`src/rtl/dff_bist_pkg.sv`:
```
// Shared encodings and constants for the D flip-flop built-in self-test engine.
package dff_bist_pkg;

  localparam logic [2:0] ST_IDLE      = 3'd0;
  localparam logic [2:0] ST_DRIVE     = 3'd1;
  localparam logic [2:0] ST_CHK_LAST  = 3'd2;
  localparam logic [2:0] ST_SET_PULSE = 3'd3;
  localparam logic [2:0] ST_SET_REL   = 3'd4;
  localparam logic [2:0] ST_CHK_CLR   = 3'd5;
  localparam logic [2:0] ST_DONE      = 3'd6;

  // x^8+x^6+x^5+x^4+1 expressed on a right-shifting register
  localparam logic [7:0] LFSR_TAPS       = 8'hB8;
  localparam logic [7:0] LFSR_ZERO_SUB   = 8'h01;
  localparam logic [7:0] FIRST_FAIL_NONE = 8'hFF;

  // An all-zero LFSR would lock up, so a zero seed is swapped for a legal one.
  function automatic logic [7:0] lfsr_seed_fix(input logic [7:0] seed);
    return (seed == 8'h00) ? LFSR_ZERO_SUB : seed;
  endfunction

endpackage

```
`src/rtl/dff_bist_lfsr.sv`:
```
// 8-bit Fibonacci LFSR supplying the pseudo-random data pattern for the BIST engine.
module dff_bist_lfsr
  import dff_bist_pkg::*;
#(
  parameter logic [7:0] SEED = 8'hA5
) (
  input  logic       i_clock,
  input  logic       i_reset_n,
  input  logic       i_load,
  input  logic       i_advance,
  output logic [7:0] o_state
);

  logic [7:0] r_state;

  always_ff @(posedge i_clock or negedge i_reset_n) begin
    if (!i_reset_n) begin
      r_state <= lfsr_seed_fix(SEED);
    end else if (i_load) begin
      r_state <= lfsr_seed_fix(SEED);
    end else if (i_advance) begin
      r_state <= {^(r_state & LFSR_TAPS), r_state[7:1]};
    end
  end

  assign o_state = r_state;

endmodule

```
`src/rtl/dff_bist_engine.sv`:
```
// Self-test engine for a D flip-flop with active-low async set: drives data and set, checks q.
// Optional first-failure index output is enabled by defining DFF_BIST_FIRST_FAIL_EN.
module dff_bist_engine
  import dff_bist_pkg::*;
#(
  parameter int         PATTERN_LEN = 16,
  parameter int         ERR_W       = 8,
  parameter logic [7:0] SEED        = 8'hA5
) (
  input  logic             i_clock,
  input  logic             i_reset_n,
  input  logic             i_start,
  input  logic             i_ff_q,
  output logic             o_ff_d,
  output logic             o_ff_set_n,
  output logic             o_busy,
  output logic             o_done,
  output logic             o_pass,
  output logic [ERR_W-1:0] o_err_count
`ifdef DFF_BIST_FIRST_FAIL_EN
  ,
  output logic [7:0]       o_first_fail_idx
`endif
);

  // state      | meaning
  // IDLE       | waiting for start after reset
  // DRIVE      | PATTERN_LEN pseudo-random bits on d, checking the previous bit
  // CHK_LAST   | d=0, check the final pattern bit
  // SET_PULSE  | set_n low, q must be 1 at the closing edge
  // SET_REL    | set_n released, FF captures d=0
  // CHK_CLR    | q must be 0
  // DONE       | result held until the next start

  localparam logic [7:0] LAST_BIT = 8'(PATTERN_LEN - 1);
  localparam logic [7:0] IDX_SET  = 8'(PATTERN_LEN);
  localparam logic [7:0] IDX_CLR  = 8'(PATTERN_LEN + 1);

  logic [2:0]       r_state;
  logic [2:0]       w_next_state;
  logic [7:0]       r_bit_idx;
  logic             r_exp;
  logic [ERR_W-1:0] r_err;
  logic             r_set_n;
  logic [7:0]       w_lfsr;
  logic [6:0]       w_unused_lfsr_hi;
  logic             w_load;
  logic             w_advance;
  logic             w_cmp_en;
  logic             w_cmp_exp;
  logic [7:0]       w_cmp_idx;
  logic             w_mismatch;

  assign w_load    = i_start && (r_state == ST_IDLE || r_state == ST_DONE);
  assign w_advance = (r_state == ST_DRIVE);
  assign w_unused_lfsr_hi = w_lfsr[7:1];

  dff_bist_lfsr #(.SEED(SEED)) u_lfsr (
    .i_clock   (i_clock),
    .i_reset_n (i_reset_n),
    .i_load    (w_load),
    .i_advance (w_advance),
    .o_state   (w_lfsr)
  );

  always_ff @(posedge i_clock or negedge i_reset_n) begin
    if (!i_reset_n) r_state <= ST_IDLE;
    else            r_state <= w_next_state;
  end

  always_comb begin
    w_next_state = r_state;
    case (r_state)
      ST_IDLE, ST_DONE: if (i_start) w_next_state = ST_DRIVE;
      ST_DRIVE:         if (r_bit_idx == LAST_BIT) w_next_state = ST_CHK_LAST;
      ST_CHK_LAST:      w_next_state = ST_SET_PULSE;
      ST_SET_PULSE:     w_next_state = ST_SET_REL;
      ST_SET_REL:       w_next_state = ST_CHK_CLR;
      ST_CHK_CLR:       w_next_state = ST_DONE;
      default:          w_next_state = ST_IDLE;
    endcase
  end

  // The FF has one cycle of latency, so DRIVE checks start one bit behind the driven data.
  always_comb begin
    o_ff_d    = 1'b0;
    w_cmp_en  = 1'b0;
    w_cmp_exp = 1'b0;
    w_cmp_idx = 8'd0;
    case (r_state)
      ST_DRIVE: begin
        o_ff_d    = w_lfsr[0];
        w_cmp_en  = (r_bit_idx != 8'd0);
        w_cmp_exp = r_exp;
        w_cmp_idx = r_bit_idx - 8'd1;
      end
      ST_CHK_LAST: begin
        w_cmp_en  = 1'b1;
        w_cmp_exp = r_exp;
        w_cmp_idx = LAST_BIT;
      end
      ST_SET_PULSE: begin
        w_cmp_en  = 1'b1;
        w_cmp_exp = 1'b1;
        w_cmp_idx = IDX_SET;
      end
      ST_CHK_CLR: begin
        w_cmp_en  = 1'b1;
        w_cmp_exp = 1'b0;
        w_cmp_idx = IDX_CLR;
      end
      default: ;
    endcase
  end

  assign w_mismatch  = w_cmp_en && (i_ff_q != w_cmp_exp);
  assign o_busy      = !(r_state == ST_IDLE || r_state == ST_DONE);
  assign o_done      = (r_state == ST_DONE);
  assign o_pass      = o_done && (r_err == '0);
  assign o_err_count = r_err;
  assign o_ff_set_n  = r_set_n;

  // set_n is decoded from the next state so the pin comes straight off a flop.
  always_ff @(posedge i_clock or negedge i_reset_n) begin
    if (!i_reset_n) begin
      r_bit_idx <= 8'd0;
      r_exp     <= 1'b0;
      r_err     <= '0;
      r_set_n   <= 1'b1;
    end else begin
      r_set_n <= (w_next_state != ST_SET_PULSE);
      if (w_load) begin
        r_bit_idx <= 8'd0;
        r_exp     <= 1'b0;
        r_err     <= '0;
      end else begin
        if (r_state == ST_DRIVE) begin
          r_bit_idx <= r_bit_idx + 8'd1;
          r_exp     <= w_lfsr[0];
        end
        if (w_mismatch && (r_err != {ERR_W{1'b1}})) r_err <= r_err + ERR_W'(1);
      end
    end
  end

`ifdef DFF_BIST_FIRST_FAIL_EN
  logic [7:0] r_first_fail;

  always_ff @(posedge i_clock or negedge i_reset_n) begin
    if (!i_reset_n) begin
      r_first_fail <= FIRST_FAIL_NONE;
    end else if (w_load) begin
      r_first_fail <= FIRST_FAIL_NONE;
    end else if (w_mismatch && (r_first_fail == FIRST_FAIL_NONE)) begin
      r_first_fail <= w_cmp_idx;
    end
  end

  assign o_first_fail_idx = r_first_fail;
`else
  logic [7:0] w_unused_cmp_idx;
  assign w_unused_cmp_idx = w_cmp_idx;
`endif

endmodule

```
`config.mk`:
```
export PLATFORM = sky130hd
export DESIGN_NAME = dff_bist_engine
export DESIGN_NICKNAME = d
export VERILOG_FILES = /design/src/rtl/dff_bist_pkg.sv /design/src/rtl/dff_bist_lfsr.sv /design/src/rtl/dff_bist_engine.sv
export SDC_FILE = /design/constraint.sdc
export NUM_CORES = 1
export LEC_CHECK = 0
export BUFFER_PORTS_ARGS = -buffer_cell sky130_fd_sc_hd__buf_2
export CAP_MARGIN = 5
export CORE_MARGIN = 10
export CORE_UTILIZATION = 49
export DETAILED_ROUTE_END_ITERATION = 6
export PLACE_DENSITY = 0.71
export SKIP_CTS_REPAIR_TIMING = 1
export SLEW_MARGIN = 40
export SYNTH_ARGS = -nofsm -noshare
export SYNTH_HDL_FRONTEND = slang
export SYNTH_SLANG_ARGS = --single-unit
export TNS_END_PERCENT = 1
```
`constraint.sdc`:
```
create_clock -name i_clock -period 1.7 [get_ports i_clock]
set_clock_uncertainty 0.15 [all_clocks]
set_input_delay 0.085 -clock i_clock [delete_from_list [all_inputs] [get_ports i_clock]]
set_output_delay 0.085 -clock i_clock [all_outputs]
set_load 0.05 [all_outputs]
```
# After elaboration in Yosys (flattened, before gate mapping)
# Cells that the tools add are included.
word_totals:
  wordCells: 47
  inputBits: 4
  register_bits: 29
  out_inout_bits: 13
op_classes:
  reduce_logical: 15
  addsub: 2
  mux: 14
  n_eq_ne: 10
op_table:
  columns: ["op", "n"]
  rows:
  - ["8-bit 2-to-1 mux", 6]
  - ["3-bit case mux with 6 select lines", 1]
  - ["8-bit by 1-bit adder with 8-bit output (second input constant)", 2]
  - ["3-bit == test (second input constant)", 3]
  - ["8-bit by 4-bit == test with 1-bit output (second input constant)", 1]
  - ["8-bit logical NOT", 1]
  - ["8-bit inequality test (second input constant)", 1]
  - ["8-bit nonzero test", 1]
  - ["8-bit parity", 1]
  - ["3-bit by 2-bit == test with 1-bit output (second input constant)", 2]
  - ["3-bit 2-to-1 mux", 2]
  - ["1-bit logical AND", 4]
  - ["1-bit case mux with 2 select lines", 2]
  - ["2-bit nonzero test", 2]
  - ["2-bit OR reduction", 2]
  - ["3-bit by 1-bit == test with 1-bit output (second input constant)", 1]
  - ["3-bit logical NOT", 1]
  - ["1-bit 2-to-1 mux", 3]
  - ["3-bit by 2-bit inequality test with 1-bit output (second input constant)", 1]
  - ["3-bit OR reduction", 1]
  - ["1-bit logical NOT", 1]
  - ["1-bit logical OR", 1]
  - ["1-bit inequality test", 1]

# Logic depth before layout (Yosys ltp)
# Gate-level depths: netlist of run 1.
depth:
  ltp_word: 8
  ltp_mapped: 7
  depth_no_buf: 6

# By module
# A second synthesis of run 1 with hierarchy kept.
hier_totals:
  cells_unflattened: 159
  area_unflattened_um2: 1545.2
modules_own_cells:
  columns: ["module", "instances", "area_each_um2", "cells_per_inst", "seq_area_each_um2"]
  rows:
  - ["dff_bist_engine", 1, 1184.9, 130, 526.8]
  - ["dff_bist_lfsr", 1, 360.3, 29, 205.2]

# Worst setup path after synthesis of run 1
# OpenSTA, ideal clock, no wires.
synth_path:
  path_type: "reg2out"
  startpoint: "reg r_state[0]"
  endpoint: "out o_pass"
  t_required_ns: 1.465
  t_arrival_ns: 2.713
  n_path_buf: 1
  path_slack_ns: -1.248
  path_stages_with_launch: 6
  path_cell_list: "dfrtp_1 -> buf_2 -> nor2b_1 -> and2_1 -> nand2_1 -> nor4_1"
synth_between:
  elab_chain_cells: 2
synth_lines:
  columns: ["item", "line", "text"]
  rows:
  - ["from (decl)", "dff_bist_engine.sv:39", "logic [2:0] r_state;"]
  - ["from (signal assigned)", "dff_bist_engine.sv:68", "else r_state <= w_next_state;"]
  - ["3-bit == test", "dff_bist_engine.sv:118", "assign o_done = (r_state == ST_DONE);"]
  - ["net o_done", "dff_bist_engine.sv:17", "output logic o_done,"]
  - ["1-bit logical AND", "dff_bist_engine.sv:119", "assign o_pass = o_done && (r_err == '0);"]
  - ["to (decl)", "dff_bist_engine.sv:18", "output logic o_pass,"]
# The timed path passes the listed nets, and every way through them passes these cells.

# Worst setup path after layout of run 1
layout_path:
  startpoint: "reg r_err[1], in the netlist o_err_count[1]"
  endpoint: "reg r_err[6], in the netlist o_err_count[6]"
layout_between:
  elab_chain_cells: 3
  word_cells_on_any_way: 6
  cone_classes: "add/sub: 1; eq/ne: 1; mux: 2; reduce/logical: 2"
layout_lines:
  columns: ["item", "line", "text"]
  rows:
  - ["from (decl)", "dff_bist_engine.sv:43", "logic [ERR_W-1:0] r_err;"]
  - ["from (signal assigned)", "dff_bist_engine.sv:141", "if (w_mismatch && (r_err != {ERR_W{1'b1}})) r_err <= r_err + ERR_W'(1);"]
  - ["8-bit by 1-bit adder with 8-bit output or 8-bit inequality test (tied branches)", "dff_bist_engine.sv:141", null]
  - ["8-bit 2-to-1 mux or 1-bit logical AND (tied branches)", "dff_bist_engine.sv:141", null]
  - ["8-bit 2-to-1 mux or 2-bit nonzero test (tied branches)", null, null]
# Several ways; a longest one is shown, not always the timed one. The select of a mux whose other input is x is not followed.
# A chain may end at the register's enable or synchronous reset.

==> results.md, run 1 <==
- Post-synth top area cell: dfrtp_1
- Via count: 1,389
- P_int: 0.00224 W
- Total Power: 0.00387 W
- #FFs+latches synth: 29
- Initial Util: 0.507
- Crit path launch type: register
- Worst slew pin tran: 650 ps
- Synthesized area per cell: 9.47 sq um
- Critical-path top delay cell: dfrtp_2
- Synth Instances: 162
- Most frequent cells in the layout: buf_4, nand2_1, dfrtp_1, nor2_1, buf_2
- Initial antenna violation count: 0
- Unique masters post-synth: 40
- Final HPWL DP: 2.70 mm
- Die area: 5770 sq um
- CTS H-tree lvls: 2
- Arr. time, crit path: 2190 ps
- DRC Markers: 0
- Port-buffer cells: 16
- I/O pins: 17
- First-pass GRT wire length: 6.26 mm
- Setup violators final: 28
- Cells on worst reg2reg path: 8
- Synth Flop Type: dfrtp_1
- Pre-CTS setup slack: -256 ps
- Synth top area share: 0.392
- RSZ-0062 raised after global routing: yes
- Cell Area, Synth: 1530 sq um
- Clock network fraction of total power: 0.154
- Final nets: 224
- Clock root buffer: clkbuf_4
- Cell family with most CP delay: compound AO/OA/AOI/OAI gates
- Die W: 76.0 um
- Mux share of post-synthesis cell area: 0.0261
- Worst-Skew Late Latency: 330 ps
- Final hold violations: 0
- Power per cell area: 1790 nW/um^2
- Vias in the first global route: 1,376
- WP data required: 1750 ps
- Placed Instance Area: 1930 sq um
- Vias per cell: 5.32
- Status: finished with violations
- Die height: 76.0 um
- GRT overflow: 0
- Min-Delay Path Class: primary input to asynchronous set/reset pin
- Site Rows: 20
- Crit-path cells: buf_4 > ha_4 > nand4_1 > o221a_2 > nand4b_1 > buf_4 > o311ai_4 > o41ai_2
- PnR worst setup slack: -439 ps
- Number of max-cap violations: 0
- Asr flop ratio synth: 1.00
- WS Path Type: register to register
- Total CTS buffers: 5
- Cell count along the critical path: 8
- Largest net degree at the start of global routing: 30
- Area share of fa/ha/maj cells after synthesis: 0.0400
- Placed cell count: 248
- Layout cells sized above 1: 0.429
- Switching part of the total power: 0.420
- P_sw: 0.00162 W
- Initial DRC Count: 122
- Period utilization: 1.26
- CP most frequent cell: buf_4
- Critical path fanouts, max: 6
- Drt first pass iters: 5
- Most common cell after layout, fill and taps aside: buf_4
- Flop pwr share: 0.282
- Clock transition at path regs: 100 ps
- Xor-xnor portion of the synthesized cell area: 0.0514
- DR WL/cell: 14.8 um
- Post-route insts no fill: 261
- Maximum root-to-sink buffer count: 2
- Largest family of logic cells by synthesized area: simple AND/OR/NAND/NOR gates
- EDFF count, synth: 0
- Total wire length: 3.87 mm
- CP bufs+invs: 2
- GPL Wtd Cong: 0.863
- FMAX: 0.468 GHz
- N_diodes: 0
- VDD IR-drop max: 1.04 mV
- Core ar.: 3030 sq um
- Fin area: 2160 sq um
- Max Slew Vio Count: 0
- Min Tclk post-route: 2140 ps
- Area growth, synth to finish: 40.5%
- CTS tree: done
- Top cells by area, synth: dfrtp_1, dfstp_2, nand2_1
- Clock sink count: 29
- Syn nets: 170
- All-layer global routing usage: 0.129
- Antenna Nets Post-Route: 0
- Worst Setup End Kind: register
- Simple-gate share of the synthesized area: 0.246
- Gate power share: 0.564
- Leakage: 1.01 nW
- CP max stage delay: 420 ps
- Normalized max-slew margin: 0.566
- Compound-gate portion of the synthesized area: 0.110
- Failing checks: setup timing
- Post-synthesis sequential area ratio: 0.477
- FILL cells: 226
- Syn. warnings: 0
sequential cells by signal, indices dropped and copies added (netlist names):
| signal | count |
|---|---|
| o_err_count | 8 |
| o_ff_set_n | 1 |
| r_bit_idx | 8 |
| r_exp | 1 |
| r_state | 3 |
| u_lfsr.o_state | 8 |
final timing paths:
kind	startpoint	endpoint	slack, ps
max	o_err_count[1]	o_err_count[6]	-440
min	i_reset_n	o_err_count[5]	160
max reg2reg	o_err_count[1]	o_err_count[6]	-440
min reg2reg	u_lfsr.o_state[2]	u_lfsr.o_state[1]	360
max in group asynchronous	i_reset_n	r_state[2]	790
min in group i_clock	i_ff_q	o_err_count[7]	230
synth_stat cells, types with 2 or more instances:
library cell,instances
nand2_1,30
dfrtp_1,24
nor2_1,13
nand3_1,11
a21oi_1,9
inv_1,8
xor2_1,6
dfstp_2,5
buf_2,4
ha_1,4
mux2i_1,4
nand4_1,4
nor2b_1,3
nor4_1,3
xnor2_1,3
a22o_1,2
clkbuf_1,2
o211ai_2,2
o21ai_0,2
o31ai_1,2
or3_1,2
layout make-up:
class | count | area, sq um | area share
clock buffer | 7 | 55.1 | 0.0255
sequential | 29 | 739 | 0.343
clock inverter | 1 | 30.0 | 0.0139
tap | 44 | 55.1 | 0.0255
inverter | 8 | 30.0 | 0.0139
multi-input combinational | 117 | 830 | 0.385
timing repair buffer | 55 | 417 | 0.193
worst register-to-register path: stages (launching register included):
cell      delay, ps
dfrtp_2         420
buf_4           140
ha_4            160
nand4_1         120
o221a_2         200
nand4b_1        240
buf_4           240
o311ai_4        230
o41ai_2         110
power groups by stage:
stage	combinational [W]	clock [W]	sequential (W)
2_1_floorplan	0.00113	0	0.00123
3_3_place_gp	0.00185	0	0.00108
3_5_place_dp	0.00193	0	0.00110
4_1_cts	0.00194	0.000606	0.00109
5_1_grt	0.00237	0.000652	0.00111
6_report	0.00218	0.000594	0.00109
cells by family after synthesis:
group                      count (synthesis)
buffers and inverters                     16
xor gates and xnor gates                   9
muxes                                      4
AOI/OAI and AO/OA                         23
and+or+nand+nor                           76
adders and majority gates                  5
DFF                                       29
routing by layer:
metal	vias to the layer above	part of all wire	wire, um	global-route usage
met5	-	0	0	0
met3	10	0.052	201	0.0425
met2	43	0.52	1990	0.225
met4	0	0.019	74	0.0455
met1	670	0.41	1590	0.141
li1	666	-	-	-
per-stage QoR:
step                hold WS, ps  utilization  TNS [ps]
floorplan                  -361            -     -3740
global placement          -7.96        0.636     -2560
detailed placement        -3.45        0.636     -3650
CTS                        -367        0.664     -5180
global route                183        0.712     -5850
finish                      155        0.712     -4320
(Power assumes the default switching activity.)
==> run 2: changes to the inputs <==
Settings changed: SETUP_SLACK_MARGIN set to 0.5.
==> run 2 against run 1 <==
  * The flow still finishes with violations (setup timing)
  * Critical path type unchanged
  * Sequential power hardly changed
  * Via count increased by 2.6%
  * Sequential share of layout area shrank 1.6 points
  * Worst setup slack lost 75 ps
  * Clock-buffer cell count unchanged
  * Hold slack got worse by 69 ps
  * Critical path depth did not move
  * Largest cell class unchanged
  * Cell count unchanged
  * Wire length is 9.7% higher
  * Sequential cell count did not move
  * Global-route usage did not move
  * Largest power group unchanged
  * Register-to-register slack worse by 80 ps
==> results.md, run 2 (synthesis results as in run 1) <==
- Normalized max-slew margin: 0.568
- Maximum root-to-sink buffer count: 2
- Util after Layout: 0.747
- Pre-CTS setup slack: -256 ps
- CTS tree: done
- Initial antenna violation count: 0
- Area growth, synth to finish: 47.5%
- FMAX: 0.452 GHz
- WS Path Type: register to register
- GPL Wtd Cong: 0.863
- I/O pins: 17
- Post-route insts no fill: 261
- Initial Util: 0.507
- Site Rows: 20
- Port-buffer cells: 16
- CTS H-tree lvls: 2
- Failing checks: setup timing
- Arr. time, crit path: 2260 ps
- Status: finished with violations
- Total wire length: 4.24 mm
- Vias in the first global route: 1,376
- Number of max-cap violations: 0
- Worst-Skew Late Latency: 330 ps
- Worst slew pin tran: 648 ps
- GRT overflow: 0
- DR WL/cell: 16.2 um
- Total CTS buffers: 5
- WP data required: 1750 ps
- N_diodes: 0
- Wire length on met3: 190 um
- All-layer global routing usage: 0.129
- Leakage: 1.03 nW
- Min Tclk post-route: 2210 ps
- Die W: 76.0 um
- Fin area: 2260 sq um
- M1 WL: 1.81 mm
- Most frequent cells in the layout: buf_4, nand2_1, dfrtp_1, nor2_1, nand3_1
- Period utilization: 1.30
- Max Slew Vio Count: 0
- Clock sink count: 29
- Critical path fanouts, max: 6
- First-pass GRT wire length: 6.26 mm
- Placed Instance Area: 1930 sq um
- Largest net degree at the start of global routing: 30
- Metal2 WL: 2.20 mm
- Via count: 1,425
- Core ar.: 3030 sq um
- Power per cell area: 1780 nW/um^2
- Min-Delay Path Class: primary input to register
- RSZ-0062 raised after global routing: yes
- Final HPWL DP: 2.70 mm
- Antenna Nets Post-Route: 0
- Clock transition at path regs: 100 ps
- Placed cell count: 248
- DRC Markers: 0
- Crit path launch type: register
- Layout cells sized above 1: 0.438
- Die height: 76.0 um
- Initial DRC Count: 182
- VDD IR-drop max: 1.03 mV
- Final nets: 224
- Vias per cell: 5.46
- Most common cell after layout, fill and taps aside: buf_4
- Drt first pass iters: 5
- Worst Setup End Kind: register
- Setup TNS: -5060 ps
- PnR worst setup slack: -514 ps
- Final hold violations: 0
- Top Layer Used: met4
- Setup violators final: 28
- Clock root buffer: clkbuf_4
- Die area: 5770 sq um
-- run 2: cell counts in the layout (fill, tap and decap cells not counted) --
No cell type changed its count.
-- run 2: worst paths after layout --
kind,start,to,slack [ps],cells after the start
setup reg to reg,o_err_count[0],o_err_count[6],-510,8
hold / removal,i_start,o_err_count[0],90,5
max in group asynchronous,i_reset_n,r_state[2],770,2
hold reg to reg,u_lfsr.o_state[2],u_lfsr.o_state[1],360,2
setup / recovery,o_err_count[0],o_err_count[6],-510,8
min in group asynchronous,i_reset_n,r_exp,170,2
-- run 2: worst max-delay path, stage by stage, from the launching register on --
cell,delay (ps)
dfrtp_2,430
buf_4,140
ha_4,150
nand4_1,120
o221a_2,200
nand4b_1,250
buf_4,250
o311ai_4,250
o41ai_2,140
-- run 2: per-layer routing --
metal  vias up  track usage
met1       718        0.141
met5         -            0
met4         0       0.0455
li1        669            -
met2        32        0.225
met3         6       0.0425
-- run 2: power breakdown --
part	total (W)	switching (W)	internal (W)	leakage (nW)
registers	0.00110	0.000160	0.000940	0.365
clock network	0.000594	0.000243	0.000351	0.0455
logic	0.00233	0.00129	0.00104	0.621
-- run 2: layout make-up --
cell class | instances | area, sq um
Clock inverter | 1 | 30.0
Clock buffer | 7 | 55.1
Inverter | 8 | 30.0
Timing Repair Buffer | 55 | 509
Multi-Input combinational cell | 117 | 843
Sequential cell | 29 | 739
Tap cell | 44 | 55.1
Fill cell | 207 | 766
-- run 2: per-stage QoR --
stage	hold WS [ps]	total power [W]
2_1_floorplan	-361	0.00236
3_3_place_gp	-7.96	0.00293
3_5_place_dp	-3.45	0.00302
4_1_cts	-367	0.00363
5_1_grt	95.5	0.00428
6_report	86.2	0.00403
